===== src/rtl/alu_sequencer.sv =====
// Sequences one ALU operation at a time: it latches the operands and opcode, waits a fixed
// settle time or for the divider to finish, and returns the result on a response channel.
module alu_sequencer #(
    parameter int SETTLE_CYCLES = 1,
    parameter int DIV_TIMEOUT   = 64
) (
    input  logic        clk,
    input  logic        reset,
    input  logic        req_valid,
    output logic        req_ready,
    input  logic [4:0]  req_op,
    input  logic [31:0] req_a,
    input  logic [31:0] req_b,
    output logic [31:0] alu_y,
    output logic [31:0] alu_b,
    output logic [4:0]  alu_op_sel,
    output logic        alu_reset,
    input  logic [31:0] alu_zhigh,
    input  logic [31:0] alu_zlo,
    input  logic        alu_calc_finished,
    output logic        rsp_valid,
    input  logic        rsp_ready,
    output logic [31:0] rsp_hi,
    output logic [31:0] rsp_lo,
    output logic        rsp_err,
    output logic        busy,
    output logic [2:0]  state_dbg_o
);
    // Handshakes: a transfer happens on a rising edge where valid && ready are both high;
    // ready and valid are decoded from registered state only, and a response holds its
    // payload stable until it is taken.

    typedef enum logic [2:0] {
        S_IDLE      = 3'd0,
        S_SETTLE    = 3'd1,
        S_DIV_START = 3'd2,
        S_DIV_WAIT  = 3'd3,
        S_RESP      = 3'd4
    } state_t;

    localparam logic [4:0] OP_ADD = 5'b00011;
    localparam logic [4:0] OP_DIV = 5'b01111;

    // One counter serves both the settle wait and the divide timeout.
    localparam int CNT_MAX = (SETTLE_CYCLES > DIV_TIMEOUT) ? SETTLE_CYCLES : DIV_TIMEOUT;
    localparam int CNT_W   = (CNT_MAX > 1) ? $clog2(CNT_MAX) : 1;
    localparam logic [CNT_W-1:0] SETTLE_LAST  = CNT_W'(SETTLE_CYCLES - 1);
    localparam logic [CNT_W-1:0] TIMEOUT_LAST = CNT_W'(DIV_TIMEOUT - 1);

    state_t           state_q, state_d;
    logic [CNT_W-1:0] cnt_q, cnt_d;
    logic [31:0]      y_q, y_d, b_q, b_d;
    logic [4:0]       op_q, op_d;
    logic [31:0]      hi_q, hi_d, lo_q, lo_d;
    logic             err_q, err_d;

    function automatic logic is_legal(input logic [4:0] op);
        case (op)
            5'b00011, 5'b00100, 5'b00101, 5'b00110,
            5'b00111, 5'b01000, 5'b01001, 5'b01010, 5'b01011,
            5'b01111, 5'b10000, 5'b10001, 5'b10010: is_legal = 1'b1;
            default:                                 is_legal = 1'b0;
        endcase
    endfunction

    always_ff @(posedge clk) begin
        if (reset) begin
            state_q <= S_IDLE;
            cnt_q   <= '0;
            y_q     <= '0;
            b_q     <= '0;
            op_q    <= OP_ADD;
            hi_q    <= '0;
            lo_q    <= '0;
            err_q   <= 1'b0;
        end else begin
            state_q <= state_d;
            cnt_q   <= cnt_d;
            y_q     <= y_d;
            b_q     <= b_d;
            op_q    <= op_d;
            hi_q    <= hi_d;
            lo_q    <= lo_d;
            err_q   <= err_d;
        end
    end

    always_comb begin
        state_d = state_q;
        cnt_d   = cnt_q;
        y_d     = y_q;
        b_d     = b_q;
        op_d    = op_q;
        hi_d    = hi_q;
        lo_d    = lo_q;
        err_d   = err_q;
        case (state_q)
            S_IDLE: begin
                if (req_valid) begin
                    if (!is_legal(req_op)) begin
                        // Illegal ops leave the ALU inputs untouched.
                        hi_d    = '0;
                        lo_d    = '0;
                        err_d   = 1'b1;
                        state_d = S_RESP;
                    end else begin
                        y_d     = req_a;
                        b_d     = req_b;
                        op_d    = req_op;
                        cnt_d   = '0;
                        state_d = (req_op == OP_DIV) ? S_DIV_START : S_SETTLE;
                    end
                end
            end
            S_SETTLE: begin
                cnt_d = cnt_q + 1'b1;
                if (cnt_q == SETTLE_LAST) begin
                    hi_d    = alu_zhigh;
                    lo_d    = alu_zlo;
                    err_d   = 1'b0;
                    state_d = S_RESP;
                end
            end
            S_DIV_START: begin
                cnt_d   = '0;
                state_d = S_DIV_WAIT;
            end
            S_DIV_WAIT: begin
                if (alu_calc_finished) begin
                    hi_d    = alu_zhigh;
                    lo_d    = alu_zlo;
                    err_d   = 1'b0;
                    state_d = S_RESP;
                end else if (cnt_q == TIMEOUT_LAST) begin
                    hi_d    = '0;
                    lo_d    = '0;
                    err_d   = 1'b1;
                    state_d = S_RESP;
                end else begin
                    cnt_d = cnt_q + 1'b1;
                end
            end
            S_RESP: begin
                if (rsp_ready) state_d = S_IDLE;
            end
            default: state_d = S_IDLE;
        endcase
    end

    always_comb begin
        req_ready   = (state_q == S_IDLE) && !reset;
        rsp_valid   = (state_q == S_RESP);
        busy        = (state_q != S_IDLE);
        alu_reset   = reset || (state_q == S_DIV_START);
        alu_y       = y_q;
        alu_b       = b_q;
        alu_op_sel  = op_q;
        rsp_hi      = hi_q;
        rsp_lo      = lo_q;
        rsp_err     = err_q;
        state_dbg_o = state_q;
    end

endmodule


===== config.mk =====
export PLATFORM = sky130hd
export DESIGN_NAME = alu_sequencer
export DESIGN_NICKNAME = d
export VERILOG_FILES = /design/src/rtl/alu_sequencer.sv
export SDC_FILE = /design/constraint.sdc
export NUM_CORES = 1
export LEC_CHECK = 0
export ABC_AREA = 1
export ABC_CLOCK_PERIOD_IN_PS = 2000
export CAP_MARGIN = 20
export CELL_PAD_IN_SITES_DETAIL_PLACEMENT = 0
export CELL_PAD_IN_SITES_GLOBAL_PLACEMENT = 2
export CORE_MARGIN = 1
export CORE_UTILIZATION = 21
export DETAILED_ROUTE_END_ITERATION = 10
export PLACE_DENSITY = 0.91
export SYNTH_ARGS = -nofsm -noshare
export SYNTH_HDL_FRONTEND = slang
export SYNTH_SLANG_ARGS = --single-unit

===== constraint.sdc =====
create_clock -name clk -period 2 [get_ports clk]
set_input_delay 0.2 -clock clk [delete_from_list [all_inputs] [get_ports clk]]
set_output_delay 0.2 -clock clk [all_outputs]
set_load 0.1 [all_outputs]

Word-level counts from Yosys, hierarchy flattened
Memory sizes are Yosys's and may differ from the RTL's.
Cells that the tools add are included.
{"block": "word_totals", "ff_bits": 143, "romBits": 32, "input_bits": 138, "wordCells": 66, "mem_count": 1}
{"block": "op_classes", "addsub": 1, "n_eq_ne": 14, "mux": 30, "n_reduce_logical": 12}
{"memory": "(no name shown)", "words": 32, "word_bits": 1, "rd": 1, "rd_clocked_by_memory_dff": 0, "write_ports": 0, "line": "58", "source": "case (op)"}
{"cell": "$mux 32", "n": 7}
{"cell": "$pmux 32 s3", "n": 2}
{"cell": "$mux 6", "n": 4}
{"cell": "$pmux 6 s4", "n": 1}
{"cell": "$mux 3", "n": 6}
{"cell": "$pmux 3 s5", "n": 1}
{"cell": "$ne 2x2->1 const B", "n": 6}
{"cell": "$reduce_and 5->1", "n": 2}
{"cell": "$mux 1", "n": 7}
{"cell": "$add 6x1->6 const B", "n": 1}
{"cell": "$eq 3x2->1 const B", "n": 2}
{"cell": "$eq 6x6->1 const B", "n": 1}
{"cell": "$logic_not 6->1", "n": 1}
{"cell": "$reduce_bool 3->1", "n": 2}
{"cell": "$eq 5x4->1 const B", "n": 1}
{"cell": "$reduce_and 4->1", "n": 1}
{"cell": "$reduce_bool 4->1", "n": 1}
{"cell": "$eq 3x1->1 const B", "n": 1}
{"cell": "$eq 3x3->1 const B", "n": 1}
{"cell": "$logic_not 3->1", "n": 1}
{"cell": "$ne 3x3->1 const B", "n": 1}
{"cell": "$pmux 1 s3", "n": 1}
{"cell": "$reduce_and 3->1", "n": 1}
{"cell": "$mux 2", "n": 1}
{"cell": "other kinds (4)", "n": 4}

Depth between registers and ports, before layout
An unclocked memory read counts as a cell.
{"block": "logic_depth", "depth_word": 6, "ltp_mapped": 11, "depth_no_buf": 10}

Least setup slack after synthesis
Ideal clock, no wire load.
{"block": "synth_timing", "path_kind": "register to register", "from": "register state_q[2], in the netlist state_dbg_o[2]", "to": "register state_q[0], in the netlist state_dbg_o[0]", "arrival_time_ps": 3755, "t_required_ps": 1872, "slack_ps": -1883, "path_stages_with_launch": 8, "path_cell_list": "dfxtp_1 -> inv_2 -> nor3_1 -> nand2_1 -> nand2_1 -> nor2_1 -> a21oi_1 -> nor2_1"}
{"block": "synth_via", "elab_chain_cells": 3, "elab_cells_between_ends": 11, "cone_classes": "8 x eq/ne; 1 x mux; 2 x reduce/logical"}
{"element": "start: declaration", "line": "50", "source": "state_t state_q, state_d;"}
{"element": "start signal: assignment", "line": "77", "source": "state_q <= state_d;"}
{"element": "$eq 3x3->1 (*)"}
{"element": "via rsp_valid", "line": "21", "source": "output logic rsp_valid,"}
{"element": "$ne 2x1->1 (no line)"}
{"element": "$reduce_and 4->1 (no line)"}
Mark *: on every way through the listed nets, which the timed path passes. The rest lies on a longest branch.
A chain may end at the register's enable or synchronous reset.

Final worst setup path
{"block": "layout_timing", "from": "register cnt_q[0]", "to": "register hi_q[31], in the netlist rsp_hi[31]"}
{"block": "layout_via", "elab_chain_cells": 3, "elab_cells_between_ends": 5, "cone_classes": "3 x eq/ne; 2 x reduce/logical"}
{"element": "start: declaration", "line": "51", "source": "logic [CNT_W-1:0] cnt_q, cnt_d;"}
{"element": "start signal: assignment", "line": "78", "source": "cnt_q <= cnt_d;"}
{"element": "$eq 6x6->1 or $logic_not 6->1 (tied branches)", "line": "134, 117"}
{"element": "$ne 3x3->1 (no line) or $ne 2x2->1 (tied branches)"}
{"element": "$reduce_and 5->1 (no line) (*)"}
{"element": "end signal: assignment", "line": "82", "source": "hi_q <= hi_d;"}
{"element": "end: declaration", "line": "54", "source": "logic [31:0] hi_q, hi_d, lo_q, lo_d;"}
Every way passes the cells marked *; elsewhere a longest branch is shown, timed or not.

==> results.tsv <==
metric	value	unit
outcome	completed	
Int Pwr	0.00817	W
vias per std cell	3.91	
Setup crit end kind	flop	
vias in the first global route	5806	
RSZ-0062 raised after global routing	no	
hold buffers post-CTS	0	
WS Path Type	reg2reg	
pre-CTS setup slack	0.0459	ns
wire length per cell	12.5	um
worst slew pin tran	0.622	ns
FF-to-FF Start	cnt_q[0]$_SDFFE_PP0P_	
total congestion overflow	0	
pwr dens	1730	mW/mm2
hold path depth	3	
Filler cells	3053	
Final Cycle Share	89.8	%
Max Slew Vio Count	0	
Chip Height	172	um
Total Die Area	0.0296	mm2
pin count of the biggest net entering global routing	60	
f_max	557	MHz
Seq cells post-synth	143	
Initial Util	21.6	%
Ant. Diodes	0	
Setup Total Neg Slack	0	ns
Final Util	34.8	%
Bufs on Longest Clock Path	2	
Min-Delay Path Class	in2reg	
max-cap viol count	0	
Final Critical Period	1.80	ns
I/O pin count	279	
Layout Skew	0.0113	ns
maximum vdd drop	716	uV
CTS Root Cell	clkbuf_16	
Ys Warns	0	
share of cells above drive strength 1	20.5	%
via count	6148	
GR Util met3	5.33	%
Worst Path Arrival	2.10	ns
NumNets Final	1322	
htree depth	4	
remaining antenna violation count after routing	0	
Placement Rows	61	
WHS Endpoint	alu_op_sel[1]$_SDFFE_PP1P_	
Post-CTS Setup Inserts	0	
Setup Viol. Count Final	0	
worst-path cell chain	ha_1 -> nand2_2 -> nor2_2 -> nand2_2 -> nand3_2 -> nand3_2 -> nor2_4 -> buf_12 -> buf_4 -> nand2_1 -> nand2_1 -> nor2_1	
grt met2 use	21.7	%
most frequent cells in the layout	nand2_1 (337), nor2_1 (168), buf_4 (154)	
DR DRC count	0	
synthesized area	0.00607	mm2
Sw Share	51.5	%
cells resized by post-CTS repair	0	
FF-to-FF End	rsp_hi[31]$_SDFFE_PP0P_	
first-pass GRT wire length	30200	um
final worst slack	0.205	ns
die outline width	172	um
Worst-path clk slew	0.06	ns
multi-input logic area	0.00267	mm2
Net Switching	0.00869	W
HP Start	reset	
post-synthesis cell type count	27	
Post-Synthesis Net Count	1047	
Area Growth Syn to Fin	60.7	%
Hold Vio Cnt, Final	0	
core area	0.0281	mm2
slowest cell delay on critical path	0.38	ns
R2R cell count	12	
drt initial violations	204	
1st-pass router iterations	4	
CTS Buf Count	17	
initial antenna violation count	1	
clock tree sinks	143	
drt total wl	19700	um
CTS tree	done	
sequential share of the synthesized area	47.1	%
commonest non-fill, non-tap cell in the layout	nand2_1	
P_leak	4.49	nW
global-route track usage on met1	15.5	%
Reg area	0.00287	mm2
peak fanout along the critical path	9	
Avg Inst Size Synth	6.70	um2
gp weighted congestion	0.727	
Hold WS	0.301	ns
worst path required time	2.31	ns
worst reg-to-reg setup slack	0.20	ns
# port buffers	278	
Worst path slowest cell	dfxtp_1	
busiest grt layer	met2	
Post-DP HPWL	14000	um
Clock Latency Late Sink	0.42	ns
combinational power share	56.3	%
GRT Util Overall	13.1	%
Synth Instances	907	
clock network power share	20.8	%
Worst Setup Start Kind	flop	
Sequential Power Share	22.9	%
relative slew slack	58.5	%
## synthesized netlist by cell type
library cell | count | area [um2]
inv_1 | 74 | 278
nor2_2 | 19 | 119
nor2_4 | 1 | 11.3
or2_2 | 1 | 6.26
nor3_1 | 2 | 10.0
clkbuf_1 | 23 | 86.3
nand3_4 | 1 | 17.5
nand3_1 | 17 | 85.1
buf_6 | 5 | 56.3
a21oi_2 | 1 | 8.76
a21oi_1 | 71 | 355
nand4_4 | 1 | 21.3
nor2_1 | 169 | 634
ha_1 | 2 | 25.0
nand3b_1 | 1 | 7.51
nand4_1 | 1 | 6.26
nand2_1 | 337 | 1260
o21ai_0 | 2 | 10.0
inv_2 | 7 | 26.3
nand3_2 | 3 | 30.0
buf_1 | 4 | 15.0
nand2_2 | 4 | 25.0
buf_2 | 14 | 70.1
buf_8 | 1 | 15.0
nand2_4 | 1 | 11.3
dfxtp_1 | 143 | 2860
buf_4 | 2 | 15.0
## flip-flops by register name (all words and copies together), names as in the netlist
| register | flops |
|---|---|
| rsp_err | 1 |
| alu_y | 32 |
| alu_op_sel | 5 |
| state_dbg_o | 3 |
| rsp_lo | 32 |
| alu_b | 32 |
| cnt_q | 6 |
| rsp_hi | 32 |
## worst max-delay path: cells and delay by family (launching register included)
family	cells	cell delay, ns
AND/OR/NAND/NOR	9	0.76
buffers and inverters	2	0.31
flip-flops	1	0.38
adder cells (fa/ha/maj)	1	0.25
## how the worst max path moves through the flow
stage          slack (ns)  cells after the start                     endpoint                         from
2_1_floorplan       -0.05                      7  state_dbg_o[0]$_SDFFE_PP0P_  state_dbg_o[2]$_SDFFE_PP0P_
3_3_place_gp         0.05                     11       alu_b[22]$_SDFFE_PP0P_                    req_op[2]
3_5_place_dp         0.05                     11       alu_y[31]$_SDFFE_PP0P_                    req_op[3]
4_1_cts              0.18                     12      rsp_hi[30]$_SDFFE_PP0P_        cnt_q[0]$_SDFFE_PP0P_
5_1_grt              0.02                     12      rsp_lo[26]$_SDFFE_PP0P_        cnt_q[0]$_SDFFE_PP0P_
6_report             0.20                     12      rsp_hi[31]$_SDFFE_PP0P_        cnt_q[0]$_SDFFE_PP0P_
## kinds of logic (layout without fill, tap and decap cells)
family                     Yosys count  count (layout)  synth area share [%]
buffers and inverters              130             418                  9.25
DFF                                143             143                  47.1
adders and majority gates            2               2                 0.412
and+or+nand+nor                    558             558                  37.0
AOI/OAI and AO/OA                   74              74                  6.16
## final cells by class
cell class / instances / area share [%]
repair buffers: 305 / 28.7
clock buffers: 20 / 4.79
flip-flops and latches: 143 / 29.4
inverters: 81 / 3.11
multi-input cells: 634 / 27.4
clock inverters: 12 / 1.74
well taps: 378 / 4.84
## metal layers
metal  vias to the layer above  share of wire [%]
li1                       3275                  -
met1                      2646                 44
met2                       215                 45
met3                        10                 10
met4                         2               0.70
met5                         -              0.066
## metrics by stage
stage                     std cells  instance area, um2  power (W)
after floorplan                 907                6100     0.0111
after global placement         1541                9120     0.0134
after detailed placement       1541                9120     0.0135
after CTS                      1573                9760     0.0171
after global routing           1573                9760     0.0179
final                          1573                9760     0.0169
## power groups by stage
stage          sequential [W]  combinational [W]  clock, W
4_1_cts               0.00387            0.00957   0.00367
3_5_place_dp          0.00392            0.00956         0
2_1_floorplan         0.00767            0.00341         0
5_1_grt               0.00393             0.0102   0.00375
3_3_place_gp          0.00390            0.00953         0
6_report              0.00386            0.00949   0.00351
No activity file was read; power rests on OpenSTA's default activity.
==> RTL edit (same flow settings) <==
Change the parameter `DIV_TIMEOUT` from 64 to 32.
--- a/src/rtl/alu_sequencer.sv
+++ b/src/rtl/alu_sequencer.sv
@@ -2,7 +2,7 @@
 // settle time or for the divider to finish, and returns the result on a response channel.
 module alu_sequencer #(
     parameter int SETTLE_CYCLES = 1,
-    parameter int DIV_TIMEOUT   = 64
+    parameter int DIV_TIMEOUT   = 32
 ) (
     input  logic        clk,
     input  logic        reset,
Formal check against the unedited RTL: same outputs for any inputs over 4 cycles, from zero or initial values and one cycle with reset high; that may be too few to reach the edited logic, so the function may still have changed.
==> RTL edit against the unedited design <==
  * Cell count shrank 11%
  * Sequential cell count down 1
  * Clock power is 7.4% lower
  * Setup slack lost 0.15 ns
  * Total power fell by 24%
  * Area after synthesis is 4.3% lower
  * Routed wire length grew 7.4%
  * Design area fell by 2.6%
  * Global-route usage grew 0.62 points
  * Count of clock-buffer cells in the layout down 3
  * Highest routed layer unchanged
==> RTL edit: results (changes against the unedited design) <==
- Global-route wire length before repair: 31.0 mm (was 30.2 mm)
- Fin. max-slew vios: 0 (unchanged)
- Post-Place Cell Area: 8680 sq um (was 9120 sq um)
- Crit-path max FO: 24 (was 9)
- CTS clk-pin slew, worst paths: 0.07 ns
- Mux contribution to synthesized area: 0 (unchanged)
- Clk_skew: 0.0131 ns (was 0.0113 ns)
- Slew at the pin closest to its max-slew limit: 0.398 ns (was 0.622 ns)
- Hpwl dp: 13.6 mm (was 14.0 mm)
- Grt ovf: 0 (unchanged)
- Pleak: 3.72 nW (was 4.49 nW)
- Fill cells: 2840 (was 3053)
- Per-cell routed wire length: 15.2 microns (was 12.5 microns)
- Via count: 6022 (was 6148)
- Peak VDD IR: 0.000662 V (was 0.000716 V)
- Compound-gate portion of the synthesized area: 0.121 (was 0.0616)
- Initial DRC Count: 319 (was 204)
- Area contributors post-synth: dfxtp_1 (49%), nand2_1 (20%), a21oi_1 (12%) (was dfxtp_1 (47%), nand2_1 (21%), nor2_1 (10%))
- Share of cells above drive strength 1: 0.216 (was 0.205)
- Nets: 1180 (was 1322)
- Vias in the first global route: 5736 (was 5806)
- Initial antenna violation count: 1 (unchanged)
- Root Driver: clkbuf_16 (unchanged)
- Dpl ws: 0.0389 ns (was 0.0459 ns)
- I/O Buffers: 278 (unchanged)
- Detailed-router iteration count before antenna repair: 4 (unchanged)
- Asr flop ratio synth: 0 (unchanged)
- # diodes: 0 (unchanged)
- Sequential area share after synthesis: 0.489 (was 0.471)
- TritonCTS Buffers: 17 (unchanged)
- Mapped Nets: 913 (was 1047)
- Clock latency at the later pin of the worst-skew pair: 0.43 ns
- Post-synth top cells: nand2_1 (304), dfxtp_1 (142), a21oi_1 (137) (was nand2_1 (337), nor2_1 (169), dfxtp_1 (143))
- Min-delay worst type: in -> reg (unchanged)
- Total track usage: 0.138 (was 0.131)
- Adder-cell area share of the yosys netlist: 0.00646 (was 0.00412)
- Synth unique cells: 23 (was 27)
- Status: complete, no violations (unchanged)
- Clock buffer depth: 2 (unchanged)
- WP data arrival: 2.24 ns (was 2.10 ns)
- Post-Synth XOR/XNOR Area: 0.00151 (was 0)
- H-tree depth: 4 (unchanged)
- GPL Wtd Cong: 0.722 (was 0.727)
- YS warnings: 0 (unchanged)
- Largest net degree at the start of global routing: 80 (was 60)
-- RTL edit: kinds of logic (layout without fill, tap and decap cells) --
group,count (synthesis),after routing
AOI/OAI and AO/OA,141,141
and+or+nand+nor,406,406
adders and majority gates,3,3
DFF,142,142
buffers and inverters,79,359
xor gates and xnor gates,1,1
-- RTL edit: power breakdown --
part	internal (mW)	total (mW)	switching [mW]
clock network	1.79	3.25	1.46
registers	3.16	3.38	0.215
logic	1.81	6.11	4.30
total	6.76	12.7	5.98
-- RTL edit: final timing paths --
kind	start	endpoint	slack [ns]	depth (start not counted)
worst min-delay path	reset	alu_y[16]$_SDFFE_PP0P_	0.12	2
worst max register to register	cnt_q[1]$_SDFFE_PP0P_	rsp_lo[16]$_SDFFE_PP0P_	0.05	12
worst min register to register	rsp_hi[26]$_SDFFE_PP0P_	rsp_hi[26]$_SDFFE_PP0P_	0.46	2
worst max-delay path	cnt_q[1]$_SDFFE_PP0P_	rsp_lo[16]$_SDFFE_PP0P_	0.05	12
-- RTL edit: critical path, stage by stage (launching register included) --
cell,delay [ns]
dfxtp_2,0.36
ha_4,0.14
nand2_2,0.05
nor2_1,0.11
ha_2,0.19
nor2_1,0.04
nand2_1,0.11
nand2_2,0.09
nor2_4,0.18
nand3_4,0.17
buf_12,0.21
nand2_1,0.09
a21oi_2,0.05
-- RTL edit: cell type report --
class                           instances  area [sq um]  share of cell area
Clock inverter                         15           161              0.0170
Clock buffer                           17           425              0.0447
Timing Repair Buffer                  305          2910               0.306
Multi-Input combinational cell        551          2650               0.278
Inverter                               22          82.6             0.00868
Sequential cell                       142          2860               0.300
Tap cell                              341           427              0.0449
-- RTL edit: repair_timing --
item	CTS	global route
hold buffers	0	0
resized for setup	0	19
buffers inserted	0	2
setup endpoints to repair	0	63
-- RTL edit: routing by layer --
| layer | track usage | wire, microns | up-vias |
|---|---|---|---|
| met5 | 0 | 12 | - |
| met4 | 0.0352 | 170 | 2 |
| met3 | 0.0548 | 1860 | 9 |
| met2 | 0.226 | 10000 | 233 |
| met1 | 0.167 | 9040 | 2746 |
| li1 | - | - | 3032 |
-- RTL edit: metrics by stage --
| step | util | cells | total power, mW | hold WS (ns) | TNS, ns |
|---|---|---|---|---|---|
| floorplan | - | 772 | 7.42 | 0.313 | 0 |
| global placement | 0.321 | 1351 | 8.95 | 0.450 | 0 |
| detailed placement | 0.321 | 1351 | 8.95 | 0.453 | 0 |
| CTS | 0.343 | 1383 | 12.3 | 0.108 | 0 |
| global route | 0.352 | 1393 | 13.4 | 0.121 | -1.56 |
| finish | 0.352 | 1393 | 12.7 | 0.117 | 0 |
